[src/rtl/seq_dividend_rebuilder.sv]
// seq_dividend_rebuilder
//   Rebuilds a dividend x = q*y + r by shift-and-add, one quotient bit per
//   clock. Operands load on start while ready; the result is held with valid
//   until ack.
//   Ports:
//     clock, reset_        rising-edge clock, async active-low reset
//     start, y, q, r       load request and operands (sampled while ready)
//     ready                idle, operands may be loaded
//     valid, ack, x        result handshake and rebuilt dividend
//     rem_err              r >= y seen at load (REM_CHECK_EN only, else 0)
//   Optional feature: define REM_CHECK_EN to build the remainder checker.
module seq_dividend_rebuilder #(
    parameter int unsigned WY = 2,
    parameter int unsigned WQ = 2
) (
    input  logic             clock,
    input  logic             reset_,
    input  logic             start,
    input  logic [WY-1:0]    y,
    input  logic [WQ-1:0]    q,
    input  logic [WY-1:0]    r,
    output logic             ready,
    output logic             valid,
    input  logic             ack,
    output logic [WY+WQ-1:0] x,
    output logic             rem_err
);

    localparam int unsigned WX = WY + WQ;
    localparam int unsigned CW = $clog2(WQ + 1);

    typedef enum logic [1:0] {
        S_IDLE = 2'd0,
        S_CALC = 2'd1,
        S_DONE = 2'd2
    } state_t;

    state_t          state_q, state_d;
    logic [WX-1:0]   acc_q, acc_d;
    logic [WY-1:0]   yreg_q, yreg_d;
    logic [WQ-1:0]   qreg_q, qreg_d;
    logic [CW-1:0]   cnt_q, cnt_d;
    logic [WX-1:0]   x_q, x_d;
    logic            ready_q, ready_d;
    logic            valid_q, valid_d;
    logic [WQ-1:0]   qshift_c;
    logic [WX-1:0]   addend_c;

    // Current multiplier bit and shifted multiplicand for this CALC step
    assign qshift_c = qreg_q >> cnt_q;
    assign addend_c = WX'(yreg_q) << cnt_q;

    // State and datapath registers
    always_ff @(posedge clock or negedge reset_) begin
        if (!reset_) begin
            state_q <= S_IDLE;
            acc_q   <= '0;
            yreg_q  <= '0;
            qreg_q  <= '0;
            cnt_q   <= '0;
            x_q     <= '0;
            ready_q <= 1'b1;
            valid_q <= 1'b0;
        end else begin
            state_q <= state_d;
            acc_q   <= acc_d;
            yreg_q  <= yreg_d;
            qreg_q  <= qreg_d;
            cnt_q   <= cnt_d;
            x_q     <= x_d;
            ready_q <= ready_d;
            valid_q <= valid_d;
        end
    end

`ifdef REM_CHECK_EN
    logic rem_err_q, rem_err_d;

    // Remainder flag: captured at load, dropped when the result is consumed
    always_ff @(posedge clock or negedge reset_) begin
        if (!reset_) begin
            rem_err_q <= 1'b0;
        end else begin
            rem_err_q <= rem_err_d;
        end
    end

    always_comb begin
        rem_err_d = rem_err_q;
        if (state_q == S_IDLE && start) begin
            rem_err_d = (r >= y);
        end else if (state_q == S_DONE && ack) begin
            rem_err_d = 1'b0;
        end
    end

    assign rem_err = rem_err_q;
`else
    assign rem_err = 1'b0;
`endif

    // Next-state and datapath control
    always_comb begin
        state_d = state_q;
        acc_d   = acc_q;
        yreg_d  = yreg_q;
        qreg_d  = qreg_q;
        cnt_d   = cnt_q;
        x_d     = x_q;
        ready_d = ready_q;
        valid_d = valid_q;

        unique case (state_q)
            S_IDLE: begin
                if (start) begin
                    acc_d   = WX'(r);
                    yreg_d  = y;
                    qreg_d  = q;
                    cnt_d   = '0;
                    ready_d = 1'b0;
                    state_d = S_CALC;
                end
            end
            S_CALC: begin
                if (qshift_c[0]) begin
                    acc_d = acc_q + addend_c;
                end
                cnt_d = cnt_q + CW'(1);
                // Last multiplier bit: publish the accumulated sum
                if (cnt_q == CW'(WQ - 1)) begin
                    x_d     = acc_d;
                    valid_d = 1'b1;
                    state_d = S_DONE;
                end
            end
            S_DONE: begin
                // start is deliberately ignored here, even alongside ack
                if (ack) begin
                    valid_d = 1'b0;
                    ready_d = 1'b1;
                    state_d = S_IDLE;
                end
            end
            default: begin
                ready_d = 1'b1;
                valid_d = 1'b0;
                state_d = S_IDLE;
            end
        endcase
    end

    assign ready = ready_q;
    assign valid = valid_q;
    assign x     = x_q;

endmodule

[config.mk]
export PLATFORM = sky130hd
export DESIGN_NAME = seq_dividend_rebuilder
export DESIGN_NICKNAME = d
export VERILOG_FILES = /design/src/rtl/seq_dividend_rebuilder.sv
export SDC_FILE = /design/constraint.sdc
export NUM_CORES = 1
export LEC_CHECK = 0
export ABC_AREA = 1
export CAP_MARGIN = 20
export CORE_MARGIN = 5
export CORE_UTILIZATION = 50
export CTS_BUF_LIST = sky130_fd_sc_hd__clkbuf_4 sky130_fd_sc_hd__clkbuf_8 sky130_fd_sc_hd__clkbuf_16
export DETAILED_ROUTE_END_ITERATION = 10
export PLACE_DENSITY = 0.87
export SLEW_MARGIN = 20
export SYNTH_ARGS = -nofsm -noshare
export SYNTH_HDL_FRONTEND = slang
export SYNTH_SLANG_ARGS = --single-unit
[constraint.sdc]
create_clock -name clock -period 2.3 [get_ports clock]
set_input_delay 0.46 -clock clock [delete_from_list [all_inputs] [get_ports clock]]
set_output_delay 0.46 -clock clock [all_outputs]
set_load 0.03 [all_outputs]
# --- Word level (Yosys, flattened, before mapping) ---
# Index checks and enable logic that the tools add are counted.
word_totals:
  regBits: 18
  inputBits: 10
  output_inout_bits: 7
  wordCells: 43
op_classes:
  n_addsub: 2
  eq_ne: 6
  shifts: 2
  muxes: 15
  n_bitwise: 2
  n_reduce_logical: 8
ops:
  columns: ["operator", "n"]
  rows:
  - ["$reduce_and A3 Y1", 3]
  - ["$mux W2", 4]
  - ["$mux W4", 2]
  - ["$pmux W4 S2", 1]
  - ["$ne A2 B2 Y1 const B", 3]
  - ["$pmux W1 S3", 2]
  - ["$pmux W2 S3", 1]
  - ["$reduce_and A2 Y1", 3]
  - ["$add A4 B4 Y4", 1]
  - ["$eq A2 B1 Y1 const B", 2]
  - ["$mux W1", 4]
  - ["$pmux W2 S2", 1]
  - ["$shl A2 B2 Y4", 1]
  - ["$add A2 B1 Y2 const B", 1]
  - ["$eq A2 B2 Y1 const B", 1]
  - ["$logic_not A2 Y1", 1]
  - ["$not A1 Y1", 2]
  - ["$reduce_bool A2 Y1", 1]
  - ["$shr A2 B2 Y1", 1]

# --- Logic depth before layout (Yosys ltp) ---
logic_depth:
  word_depth: 4
  depth_mapped: 14

# --- Worst setup path before layout ---
# Ideal clock, no wire load.
synth_timing:
  path_kind: "flip-flop to flip-flop"
  startpoint: "register cnt_q[0]"
  endpoint: "register acc_q[2]"
  arrival_time_ns: 1.569
  t_required_ns: 2.172
  setup_slack_ns: 0.603
  stages_incl_launch_ff: 9
  path_buffers: 0
  period_less_slack_ns: 1.697
  cell_sequence: "dfrtp_1 -> nor3_1 -> ha_1 -> inv_1 -> fa_1 -> xor2_1 -> nand2_1 -> o21ai_1 -> o21ai_0"
synth_via:
  elab_chain_cells: 4
  word_cells_on_any_way: 5
  classes_between: "add/sub: 1; shift: 2; mux: 2"
synth_rtl:
  columns: ["item", "line", "rtl"]
  rows:
  - ["start, declared", "42", "logic [CW-1:0] cnt_q, cnt_d;"]
  - ["start signal, assigned", "69", "cnt_q <= cnt_d;"]
  - ["$shl A2 B2 Y4", "51", "assign addend_c = WX'(yreg_q) << cnt_q;"]
  - ["$add A4 B4 Y4", "126", "acc_d = acc_q + addend_c;"]
  - ["$mux W4 *", "125", "if (qshift_c[0]) begin"]
  - ["$pmux W4 S2 *", "113", "unique case (state_q)"]
  - ["end signal, assigned", "57", "acc_q <= '0;"]
  - ["end signal, assigned", "66", "acc_q <= acc_d;"]
  - ["end, declared", "39", "logic [WX-1:0] acc_q, acc_d;"]
# Mark *: on every way between the ends. The rest lies on a longest branch, timed or not.
# A chain may end at the register's enable or synchronous reset.

# --- Worst setup path after layout ---
layout_timing:
  startpoint: "register ready_q (netlist: ready)"
  endpoint: "output ready"
layout_rtl:
  columns: ["item", "line", "rtl"]
  rows:
  - ["start, declared", "44", "logic ready_q, ready_d;"]
  - ["start signal, assigned", "71", "ready_q <= ready_d;"]
  - ["end, declared", "22", "output logic ready,"]
# No word-level cell between the ends.

==> results_dict.tcl <==
set metrics [dict create \
    synth_area_um2 966 \
    synth_seq_cells 18 \
    crit_chain "clkdlybuf4s50_1" \
    clockBufferDepth 2 \
    num_rows 15 \
    layout_common_cells "43 x nand2_1, 18 x inv_1, 17 x dfrtp_1" \
    fin_util_pct 66.4 \
    clkTransAtPathRegs_ns 0.10 \
    arrival_ns 1.50 \
    drt_wl_total_um 1910 \
    cap_violations 0 \
    fin_setup_tns_ns 0 \
    final-hold-violation-count 0 \
    ys_seq_area_share_pct 46.8 \
    slowest_stage "clkdlybuf4s50_1" \
    worst_ep_required_time_ns 1.84 \
    synth_nets 140 \
    ant_nets 0 \
    clock-sinks 18 \
    die_area_mm2 0.00291 \
    die-width_um 54.0 \
    rsz0062_at_grt "no" \
    cts-root-buf "clkbuf_4" \
    cts_setup_buffers 0 \
    initial_utilization_pct 54.2 \
    port_buffers 15 \
    synth_cell_types 21 \
    synth_edf_count 0 \
    setup.worst_path.end_class "output pin" \
    cts_tree "built" \
    vias_per_cell 4.86 \
    p_leak_nw 0.622 \
    io_pins 17 \
    syn2layout_area_growth_pct 22.5 \
    first_iter_violations 21 \
    worstSetupPathType "reg2out" \
    drive_gt1_share_pct 9.03 \
    worstPathMaxFanout 2 \
    r2r-start "cnt_q[0]$_DFFE_PN0P_" \
    die_h_um 54.0 \
    status "finished, final reports clean" \
    core_mm2 0.00178 \
    async_flop_share_pct 100 \
    cts_max_level 1 \
    slowest_delay_ns 0.67 \
    p_per_area_mw_per_mm2 1460 \
    syn_avg_cell_area_um2 7.73 \
    routedWlPerCell_um 11.3 \
    period_share_pct 85.2 \
    num_antenna_cells 0 \
    drv_slew 0 \
    vias 822 \
    timing.critical_path.from "ready$_DFFE_PN1P_" \
    ys_warn_count 0 \
    ctsResizeCount 0 \
    ys.flop_type "dfrtp_1" \
    nets 160 \
    cts_made_buffers 3 \
    netlist_instances 125 \
    clock_skew_ns 0.00726 \
    setup_viol 0 \
    overflow 0 \
    mostFrequentLayoutCell "nand2_1" \
    min_period_ns 1.96 \
    fillCellCount 149 \
    grt_max_degree 19 \
    hold_buffers 0 \
    cp-start-kind "register" \
    grt_pass1_wl_um 3280 \
    finalWeightedCongestion 0.875 \
    critPathTopFamily "buffers and inverters" \
    drcViolationCount 0 \
    fmax_mhz 510 \
    ir_worst_vdd_v 0.000689 \
    insertion_delay_ns 0.30 \
    critPathBufInv 1 \
    grt_pass1_vias 827 \
    power_mw 1.73 \
    hold_class "in2async" \
    firstDrtPassIters 4 \
    grt_usage_pct 15.6 \
    grt_antenna_before_repair 0 \
    dp_hpwl_um 1540 \
]
## cell usage after synthesis, types with 2 or more instances
library cell / instances / area share [%]
nor2_2: 2 / 1.3
o21ai_1: 4 / 2.1
o21ai_0: 13 / 6.7
nor2_1: 6 / 2.3
ha_1: 4 / 5.2
nand3_1: 4 / 2.1
o22ai_1: 2 / 1.3
dfrtp_1: 17 / 44
inv_1: 18 / 7.0
nand2_1: 43 / 17
inv_2: 2 / 0.78
## registers in the layout, summed over array words and instances, names as in the netlist
signal   cells
acc_q        4
state_q      2
yreg_q       2
qreg_q       2
valid        1
x            4
ready        1
cnt_q        2
## worst paths after layout
kind / end / slack (ns) / cells after the start
worst max register to register: acc_q[2]$_DFFE_PN0P_ / 0.44 / 8
worst min register to register: x[1]$_DFFE_PN0P_ / 0.49 / 2
min in group clock: x[1]$_DFFE_PN0P_ / 0.49 / 2
max in group asynchronous: ready$_DFFE_PN1P_ / 1.56 / 2
worst min-delay path: x[3]$_DFFE_PN0P_ / 0.48 / 2
worst max-delay path: ready / 0.34 / 1
## power breakdown
group | switching, mW | total (mW) | internal (mW)
Sequential | 0.106 | 0.569 | 0.463
Clock | 0.0980 | 0.195 | 0.0966
Combinational | 0.591 | 0.966 | 0.375
Total | 0.796 | 1.73 | 0.935
## cell type report
| cell class | instances | area (um^2) | area share, % |
|---|---|---|---|
| flip-flops and latches | 18 | 452 | 38.2 |
| multi-input cells | 86 | 432 | 36.5 |
| repair buffers | 16 | 158 | 13.3 |
| inverters | 20 | 75.1 | 6.34 |
| clock buffers | 4 | 36.3 | 3.07 |
| well taps | 25 | 31.3 | 2.64 |
## cells by family (layout without fill, tap and decap cells)
group | after synthesis | in the layout | share of synthesized area (%)
AND/OR/NAND/NOR | 58 | 58 | 24.2
adder cells (fa/ha/maj) | 5 | 5 | 7.25
XOR/XNOR | 1 | 1 | 0.907
AO/OA/AOI/OAI | 21 | 21 | 11.9
flip-flops | 18 | 18 | 46.8
other | 1 | 1 | 0.388
buffers and inverters | 21 | 40 | 8.55
## metrics by stage
stage                     instances  setup WS (ns)  area (um^2)  hold WS, ns
after global placement          165          0.531         1150        0.466
after detailed placement        165          0.466         1150        0.473
after CTS                       169          0.331         1180        0.487
after floorplan                 125          0.603          966        0.164
final                           169          0.341         1180        0.482
after global routing            169          0.259         1180        0.496
## routing by layer
layer  part of all wire (%)  vias to the layer above  wire length (um)  global-route usage [%]
li1                       -                      428                 -                       -
met1                     45                      362               856                    18.8
met2                     47                       24               896                    26.2
met3                    5.0                        8                96                    2.49
met4                    3.0                        0                57                    8.94
met5                      0                        -                 0                       0
(Power assumes the default switching activity.)
